**src/rtl/q2a03_oam_dma.sv**
```systemverilog
// q2a03_oam_dma: 2A03 sprite DMA engine that halts the CPU and copies a 256-byte page to the OAM data port
module q2a03_oam_dma #(
  parameter logic [15:0] DMA_REG  = 16'h4014,
  parameter logic [15:0] OAM_DATA = 16'h2004
) (
  input  logic        G_clock,
  input  logic        G_reset,
  input  logic        cpu_phy2,
  input  logic [15:0] cpu_addr,
  input  logic        cpu_rdwr,
  input  logic [7:0]  cpu_wr_data,
  output logic [7:0]  cpu_rd_data,
  output logic        cpu_ready,
  output logic [15:0] bus_addr,
  output logic        bus_rdwr,
  output logic [7:0]  bus_wr_data,
  input  logic [7:0]  bus_rd_data,
  output logic        dma_busy
);
  localparam logic [2:0] IDLE  = 3'd0;
  localparam logic [2:0] HALT  = 3'd1;
  localparam logic [2:0] ALIGN = 3'd2;
  localparam logic [2:0] READ  = 3'd3;
  localparam logic [2:0] WRITE = 3'd4;
  logic [2:0] state_q, state_d;
  logic       parity_q, parity_d, phy2_q, phy2_d, cycle_end;
  logic [7:0] page_q, page_d, idx_q, idx_d, data_q, data_d;
  // next-state: every transition waits for the falling edge of phi2 that closes a bus cycle
  always_comb begin
    cycle_end = phy2_q & ~cpu_phy2;
    phy2_d    = cpu_phy2;
    parity_d  = parity_q ^ cycle_end;
    state_d   = state_q;
    page_d    = page_q;
    idx_d     = idx_q;
    data_d    = data_q;
    if (cycle_end)
      case (state_q)
        IDLE: if (cpu_addr == DMA_REG && !cpu_rdwr) begin
          page_d  = cpu_wr_data;
          idx_d   = 8'd0;
          state_d = HALT;
        end
        HALT:  if (cpu_rdwr) state_d = parity_d ? ALIGN : READ;
        ALIGN: state_d = READ;
        READ: begin
          data_d  = bus_rd_data;
          state_d = WRITE;
        end
        WRITE: begin
          state_d = (idx_q == 8'hFF) ? IDLE : READ;
          idx_d   = (idx_q == 8'hFF) ? idx_q : idx_q + 8'd1;
        end
        default: state_d = IDLE;
      endcase
  end
  // state registers; reset wins over a coincident cycle end
  always_ff @(posedge G_clock) begin
    if (G_reset) begin
      state_q  <= IDLE;
      parity_q <= 1'b0;
      phy2_q   <= 1'b1;
      page_q   <= 8'd0;
      idx_q    <= 8'd0;
      data_q   <= 8'd0;
    end else begin
      state_q  <= state_d;
      parity_q <= parity_d;
      phy2_q   <= phy2_d;
      page_q   <= page_d;
      idx_q    <= idx_d;
      data_q   <= data_d;
    end
  end
  // bus mux: DMA owns the bus only in READ/WRITE, otherwise the CPU passes straight through
  always_comb begin
    bus_addr    = state_q == READ ? {page_q, idx_q} : state_q == WRITE ? OAM_DATA : cpu_addr;
    bus_rdwr    = state_q == READ ? 1'b1 : state_q == WRITE ? 1'b0 : cpu_rdwr;
    bus_wr_data = state_q == WRITE ? data_q : cpu_wr_data;
    cpu_rd_data = bus_rd_data;
    cpu_ready   = state_q == IDLE;
    dma_busy    = state_q != IDLE;
  end
endmodule

```
**config.mk**
```make
export PLATFORM = sky130hd
export DESIGN_NAME = q2a03_oam_dma
export DESIGN_NICKNAME = d
export VERILOG_FILES = /design/src/rtl/q2a03_oam_dma.sv
export SDC_FILE = /design/constraint.sdc
export NUM_CORES = 1
export LEC_CHECK = 0
export BUFFER_PORTS_ARGS = -buffer_cell sky130_fd_sc_hd__buf_2
export CAP_MARGIN = 20
export CORE_MARGIN = 2
export CORE_UTILIZATION = 52
export CTS_CLUSTER_DIAMETER = 60
export DETAILED_ROUTE_END_ITERATION = 12
export PLACE_DENSITY = 0.91
export RECOVER_POWER = 50
export SETUP_SLACK_MARGIN = 0.1
export SYNTH_ARGS = -nofsm -noshare
export SYNTH_HDL_FRONTEND = slang
export SYNTH_SLANG_ARGS = --single-unit
```
**constraint.sdc**
```tcl
create_clock -name G_clock -period 3 [get_ports G_clock]
set_clock_uncertainty 0.15 [all_clocks]
set_input_delay 0.15 -clock G_clock [delete_from_list [all_inputs] [get_ports G_clock]]
set_output_delay 0.15 -clock G_clock [all_outputs]
set_load 0.02 [all_outputs]
```
* After elaboration in Yosys (flattened, before gate mapping)
Cells that the tools add are included.
Storage, ports and cells: memory bits (read-only) 0, latch bits 0, logic and storage cells 41, input port bits 36, memories 0, output and inout bits 35, memory bits (writable) 0, bits in registers 29
Cells by class: bitwise gates (word level) 3, divide/modulo/power cells 0, equality and inequality tests 9, mux-type cells 13, reduce and logical (&&, ||, !) cells 9, add/sub/neg operators 1, $lt $le $gt $ge 0, shift-type cells 0, multiply operators 0
Operators with widths (number):
- $mux W16 | 2
- $mux W8 | 3
- $eq A16 B15 Y1 const B | 1
- $pmux W8 S2 | 1
- $pmux W3 S5 | 1
- $add A8 B1 Y8 const B | 1
- $eq A8 B8 Y1 const B | 1
- $eq A3 B2 Y1 const B | 2
- $mux W3 | 2
- $reduce_and A3 Y1 | 2
- $ne A2 B2 Y1 const B | 2
- $reduce_and A4 Y1 | 1
- $eq A3 B1 Y1 const B | 1
- $eq A3 B3 Y1 const B | 1
- $logic_not A3 Y1 | 1
- $mux W1 | 3
- $reduce_bool A3 Y1 | 1
- $mux W2 | 1
- $ne A2 B1 Y1 const B | 1
- $reduce_and A2 Y1 | 1
- $reduce_bool A2 Y1 | 1
- $and A1 B1 Y1 | 1
- $logic_and A1 B1 Y1 | 1
- $logic_not A1 Y1 | 1
- other kinds (2) | 2

* Longest topological paths before layout
Gate-level depths: netlist of the first run.
depth in word-level cells 6, depth in mapped cells 7, mapped depth without buffers 5

* Worst setup path after synthesis of the first run
Ideal clock, no wire load.
path type register to register, start register state_q[0], end register idx_q[7], stages on the path, launching flop included 6, slack 1.015 ns, period minus slack after synthesis 1.985 ns, setup time 0.074 ns, data required time 2.776 ns, data arrival time 1.761 ns, buffers on the path 1, path through dfxtp_1 -> buf_2 -> or3b_4 -> a211o_1 -> or4_1 -> a31oi_1
On the way: longest elaborated chain between the ends 3, elaborated cells on any way between the ends 7, classes of those cells eq/ne: 3; mux: 1; reduce/logical: 3
Ends and longest elaborated chain:
- from (decl) | line 25 | logic [2:0] state_q, state_d;
- from (signal assigned) | line 67 | state_q <= state_d;
- $eq A3 B3 Y1 / $logic_not A3 Y1 (equally long branches) | line 38 | case (state_q)
- $ne A2 B2 Y1 (no line), or another cell as far along
- $reduce_and A4 Y1 (no line)
- to (signal assigned) | line 71 | idx_q <= idx_d;
- to (decl) | line 27 | logic [7:0] page_q, page_d, idx_q, idx_d, data_q, data_d;
Several ways; a longest one is shown, not always the timed one. A chain may end at the register's enable or synchronous reset.

* Worst setup path in the final report of the first run
start register state_q[2], end output bus_wr_data[4]
On the way: longest elaborated chain between the ends 2
Ends and longest elaborated chain:
- $eq A3 B3 Y1 | line 79 | bus_wr_data = state_q == WRITE ? data_q : cpu_wr_data;
- $mux W8 | line 79
- to (decl) | line 16 | output logic [7:0] bus_wr_data,
Every way passes these cells.

==> flow_summary_export.csv, run 1 <==
group,metric,value,unit
clock_tree,cts_root_buffer,"clkbuf_4",
yosys,yosys_warnings,0,
finish,syn_to_final_growth,27.7,%
yosys,synth-main-ff-cell,"dfxtp_1",
worst_setup_path,crit_type,"register to output pin",
global_route,grt_usage,28.1,%
sta,slew_headroom,45.7,%
clock_tree,numCtsBuffers,5,
floorplan,core_area,0.00328,sq mm
worst_setup_path,cp_slowest_cell,"clkbuf_1",
power_and_ir_drop,comb_power_share,18.4,%
drt,drt_iter0_markers,257,
power_and_ir_drop,swShare,28.7,%
power_and_ir_drop,p_sw,0.215,mW
floorplan,initial_core_util,53.1,%
worst_setup_path,cp.required,2.70,ns
worst_setup_path,slowest_delay,0.66,ns
clock_tree,path_clk_slew,0.09,ns
worst_setup_path,worst-path-max-fanout,17,
sta,fmax,384,MHz
run_status,status,"finished, final reports clean",
global_route,grt_pass1_vias,1788,
floorplan,fp-row-count,21,
global_route,antenna_found_initial,0,
power_and_ir_drop,share_seq_of_total_power,51.8,%
worst_setup_path,crit_family,"buffers and inverters",
floorplan,die_y,61.9,um
worst_setup_path,cp.arrival,2.30,ns
clock_tree,cts_resized,0,
sta,finalMaxSlewViolations,0,
power_and_ir_drop,ir_worst_vdd,0.247,mV
yosys,synth_fp_nets,270,
yosys,synth_edf_count,0,
global_route,overflow,0,
placement,dp_hpwl,3.56,mm
finish,final_core_util,67.9,%
clock_tree,clk_latency,0.32,ns
clock_tree,clk_path_buf_depth,2,
yosys,yosysSeqAreaShare,33.3,%
drt,viasPerCell,6.01,
global_route,grt_pass1_wl,7.90,mm
yosys,syn_area,0.00175,sq mm
finish,nets,342,
sta,finalCriticalPeriod,2.60,ns
yosys,synth-async-reset-ratio,0,%
placement,globalplace.congestion,0.860,
worst_setup_path,regToRegStartpoint,"state_q[2]",
drt,wl,5.38,mm
finish,drive_gt1_share,21.2,%
drt,drc,0,
finish,antenna_cells,0,
floorplan,dieArea,0.00384,sq mm
sta,setup_tns,0,ns
yosys,netlist_instances,233,
power_and_ir_drop,pwr-share-clk,29.9,%
global_route,grt_max_degree,31,
drt,antenna_left,0,
flow_run,maxCapViolCount,0,
yosys,ys_types,43,
drt,first_pass_iters,6,
placement,port_buffers,70,
worst_setup_path,critPathLaunch,"state_q[2]",
yosys,avgSynthCellArea,7.49,sq um
sta,tightest_slew,0.814,ns
min_path,worstHoldStart,"cpu_addr[15]",
power_and_ir_drop,leakagePower,0.901,nW
sta,rsz0062_at_grt,"no",
clock_tree,cts_tree,"yes",
sta,hold_viol,0,
worst_setup_path,setup.worst_path.start_class,"register",
power_and_ir_drop,p_per_area,336,mW/mm^2
worst_setup_path,cp_cell_sequence,"nor3b_1 -> clkbuf_1 -> nand2_1 -> nand2_1 -> clkbuf_1",
worst_setup_path,critPathCaptureType,"output pin",
worst_setup_path,crit_buf_inv,2,
power_and_ir_drop,internal-power,0.535,mW
clock_tree,htreeDepth,2,
sta,finalCritPeriodShare,86.8,%
floorplan,die_w,61.9,um
clock_tree,cts_sinks,29,
drt,num_vias,2114,
floorplan,ios,71,
min_path,hp-class,"primary input to register",
drt,wl_per_cell,15.3,um
yosys,ys_ff_latch,29,
sta,finalSetupViolations,0,
cell families after synthesis:
logic type / share of synthesized area (%)
flops: 33.3
xor+xnor: 0.502
simple gates: 28.5
compound gates: 27.0
fa+ha+maj: 0.717
mux: 0.573
buf+inv: 9.39
flip-flops by register name, summed over array words and instances, names as in the netlist:
| name | count |
|---|---|
| data_q | 8 |
| state_q | 3 |
| idx_q | 8 |
| page_q | 8 |
| phy2_q | 1 |
| parity_q | 1 |
synth_stat cells, types with 2 or more instances:
cell | n | share of area [%]
nor4_1 | 3 | 1.1
nand3_1 | 6 | 1.7
nor2b_1 | 2 | 0.72
inv_1 | 5 | 1.1
a31oi_1 | 2 | 0.72
o22a_1 | 2 | 1.0
o31a_1 | 3 | 1.5
o21ai_0 | 11 | 3.2
o211ai_1 | 7 | 3.0
dfxtp_1 | 29 | 33
nor3_1 | 3 | 0.86
buf_4 | 9 | 3.9
or2_2 | 2 | 0.72
a221oi_1 | 2 | 1.0
buf_2 | 2 | 0.57
nand4_1 | 11 | 3.9
a22o_1 | 13 | 6.5
a311oi_1 | 2 | 1.0
clkbuf_1 | 15 | 3.2
nor3b_1 | 2 | 0.86
nor4b_1 | 2 | 1.0
nand2_1 | 49 | 11
and4_1 | 2 | 1.0
a211oi_1 | 2 | 0.86
a21oi_1 | 22 | 6.3
nor2_1 | 8 | 1.7
placed cells by master, fill, tap and decap left out, drive strengths merged, types with 5 or more instances in the layout:
cell type     n
o211ai        7
inv           5
nand3         6
o21ai        11
a21oi        22
nand4        11
buf          55
dlygate4sd3  17
a22o         13
nor2          8
nand2        49
clkbuf       26
dfxtp        29
tightest hold or removal path: cells and delay by family:
| family | cells | cell delay (ns) |
|---|---|---|
| AO/OA/AOI/OAI | 2 | 0.16 |
| AND/OR/NAND/NOR | 2 | 0.15 |
| buffers and inverters | 1 | 0.09 |
metal layers:
metal  track usage, %  share of wire [%]
met5                0                  0
met4             17.3                4.1
met3             4.55                8.7
met2             44.1                 50
met1             36.0                 38
power by group through the flow:
stage          combinational, mW  sequential (mW)  clock (mW)
6_report                   0.138            0.388       0.224
5_1_grt                    0.148            0.389       0.251
4_1_cts                    0.137            0.388       0.228
3_5_place_dp               0.120            0.397           0
3_3_place_gp               0.119            0.397           0
2_1_floorplan             0.0709            0.397           0
final cells by class:
type                       count  area (sq um)
fill                         284          1050
multi-input combinational    172           996
sequential                    29           581
timing repair buffer          92           526
tap                           46          57.6
clock buffer                   6          41.3
inverter                       5          18.8
clock inverter                 2          10.0
what timing repair did:
action                                  4_1_cts  5_1_grt
endpoints found under the setup margin        0        0
hold buffers                                 17        0
endpoints found under the hold margin        17        0
setup buffers                                 0        0
final timing paths:
path                     to  cells past startpoint  slack (ns)
min                idx_q[1]                      5        0.11
max reg2reg        idx_q[7]                      4        0.59
min reg2reg       data_q[0]                      2        0.31
max          bus_wr_data[4]                      5        0.40
through the flow:
step | hold slack [ns] | total power [mW] | cell area (sq um) | setup WS (ns) | instances
6_report | 0.114 | 0.750 | 2230 | 0.397 | 352
5_1_grt | 0.158 | 0.788 | 2230 | 0.277 | 352
4_1_cts | 0.116 | 0.754 | 2270 | 0.606 | 352
3_5_place_dp | 0.247 | 0.517 | 2050 | 0.636 | 327
3_3_place_gp | 0.248 | 0.516 | 2050 | 0.707 | 327
2_1_floorplan | 0.107 | 0.468 | 1750 | 1.01 | 233
Power figures use the tool's default switching activity.
==> inputs of run 2 (changes only) <==
--- a/constraint.sdc
+++ b/constraint.sdc
@@ -4,2 +4,2 @@
 set_output_delay 0.15 -clock G_clock [all_outputs]
-set_load 0.02 [all_outputs]
+set_load 0.01 [all_outputs]
==> run 2 against run 1 <==
Hold slack worse by 0.0020 ns. Die area stayed put. Setup slack better by 0.051 ns. Sequential power hardly changed. Global-route usage is 0.34 points higher. Critical path type is now register to register.
==> flow_summary_export.csv, run 2 (synthesized netlist as in run 1, its figures left out) <==
group,metric,value,unit
run_status,status,"finished, final reports clean",
floorplan,die_y,61.9,um
global_route,antenna_found_initial,0,
power_and_ir_drop,leakagePower,0.925,nW
worst_setup_path,crit_type,"register to register",
floorplan,fp-row-count,21,
sta,rsz0062_at_grt,"no",
worst_setup_path,setup.worst_path.start_class,"register",
placement,port_buffers,70,
drt,wl_per_cell,15.4,um
drt,drt_iter0_markers,209,
drt,num_vias,2078,
sta,layout_setup_ws,0.448,ns
floorplan,die_w,61.9,um
sta,finalSetupViolations,0,
floorplan,dieArea,0.00384,sq mm
clock_tree,clk_latency,0.34,ns
global_route,grt_usage,28.4,%
power_and_ir_drop,comb_power_share,13.0,%
clock_tree,cts_sinks,29,
global_route,grt_pass1_wl,7.98,mm
clock_tree,numCtsBuffers,5,
placement,dp_hpwl,3.55,mm
finish,nets,342,
power_and_ir_drop,internal-power,0.703,mW
sta,tightest_slew,0.749,ns
clock_tree,htreeDepth,2,
drt,drc,0,
sta,finalCriticalPeriod,2.55,ns
worst_setup_path,worst-path-max-fanout,14,
drt,wl,5.42,mm
drt,antenna_left,0,
power_and_ir_drop,ir_worst_vdd,0.295,mV
finish,design_area,0.00228,sq mm
power_and_ir_drop,p_sw,0.215,mW
worst_setup_path,slowest_delay,0.59,ns
power_and_ir_drop,swShare,23.4,%
sta,setup_tns,0,ns
finish,fillers,280,
global_route,overflow,0,
flow_run,maxCapViolCount,0,
worst_setup_path,cp.arrival,2.67,ns
clock_tree,path_clk_slew,0.10,ns
worst_setup_path,critPathCaptureType,"register",
finish,antenna_cells,0,
placement,globalplace.congestion,0.874,
power_and_ir_drop,p_per_area,402,mW/mm^2
worst_setup_path,crit_buf_inv,0,
finish,layout_commonest_cell,"buf_2",
drt,first_pass_iters,5,
min_path,hp-class,"primary input to register",
worst_setup_path,crit_family,"simple AND/OR/NAND/NOR gates",
sta,fmax,392,MHz
finish,seq_area,581,sq um
clock_tree,cts_root_buffer,"clkbuf_4",
floorplan,core_area,0.00328,sq mm
floorplan,initial_core_util,53.1,%
worst_setup_path,cp_cell_sequence,"or3b_1 -> a211o_1 -> or4_1 -> a31oi_1",
drt,viasPerCell,5.90,
placement,postPlaceCellArea,0.00205,sq mm
clock_tree,cts_tree,"yes",
clock_tree,cts_setup_buffers,0,
power_and_ir_drop,share_seq_of_total_power,42.3,%
sta,slew_headroom,50.1,%
finish,multi_input_area,998,sq um
finish,syn_to_final_growth,30.9,%
power_and_ir_drop,pwr-share-clk,44.7,%
clock_tree,clk_path_buf_depth,2,
finish,drive_gt1_share,21.2,%
sta,finalCritPeriodShare,85.1,%
placement,pre_cts_slack,0.623,ns
floorplan,ios,71,
global_route,grt_max_degree,31,
worst_setup_path,cp_slowest_cell,"or3b_1",
global_route,grt_pass1_vias,1807,
finish,final_cell_mix,"buf_2 (51), nand2_1 (49), dfxtp_1 (29)",
finish,reg.largest.list,"data_q (8), idx_q (8), page_q (8)",
sta,hold_viol,0,
sta,finalMaxSlewViolations,0,
worst_setup_path,cp.required,3.12,ns
run 2: changes by cell type in the layout (fill, tap and decap cells not counted), sizes merged:
cell | previous run | this run
clkinv | 2 | 1
buf | 55 | 54
bufinv | 0 | 2
run 2: per-stage QoR:
stage | hold WS (ns) | std cells | util, % | power (mW)
floorplan | 0.107 | 233 | - | 0.450
global route | 0.150 | 352 | 69.6 | 0.942
CTS | 0.113 | 352 | 70.6 | 0.915
detailed placement | 0.253 | 327 | 62.3 | 0.499
finish | 0.112 | 352 | 69.6 | 0.918
global placement | 0.247 | 327 | 62.3 | 0.498
run 2: final cells by class:
class                      instances  share of cell area (%)
clock buffer                       5                    1.64
clock inverter                     3                    2.85
inverter                           5                   0.821
multi-input combinational        172                    43.7
sequential                        29                    25.4
tap                               46                    2.52
timing repair buffer              92                    23.1
run 2: worst paths after layout:
kind / from / endpoint / cells after the start / slack (ns)
worst max register to register: state_q[2] / idx_q[7] / 4 / 0.45
worst min-delay path: cpu_addr[0] / idx_q[1] / 5 / 0.11
worst max-delay path: state_q[2] / idx_q[7] / 4 / 0.45
worst min register to register: data_q[1] / data_q[1] / 2 / 0.31
run 2: layer usage:
metal,part of all wire (%),GRT usage [%]
met1,39,35.0
met4,2.1,12.8
met2,50,46.5
met3,9.2,7.66
met5,0,0
run 2: worst min-delay path, stage by stage:
cell	delay, ns
buf_2	0.09
nor3b_1	0.07
nand3_1	0.09
o2111ai_1	0.10
o31ai_1	0.06
run 2: power groups by stage:
stage / Combinational, mW / Sequential (mW) / Clock, mW
global placement: 0.101 / 0.397 / 0
floorplan: 0.0527 / 0.397 / 0
finish: 0.120 / 0.388 / 0.410
global route: 0.130 / 0.389 / 0.423
CTS: 0.120 / 0.388 / 0.407
detailed placement: 0.102 / 0.397 / 0
run 2: what timing repair did:
action	4_1_cts	5_1_grt
gates resized for setup	0	0
hold buffers	17	0
endpoints found under the hold margin	17	0
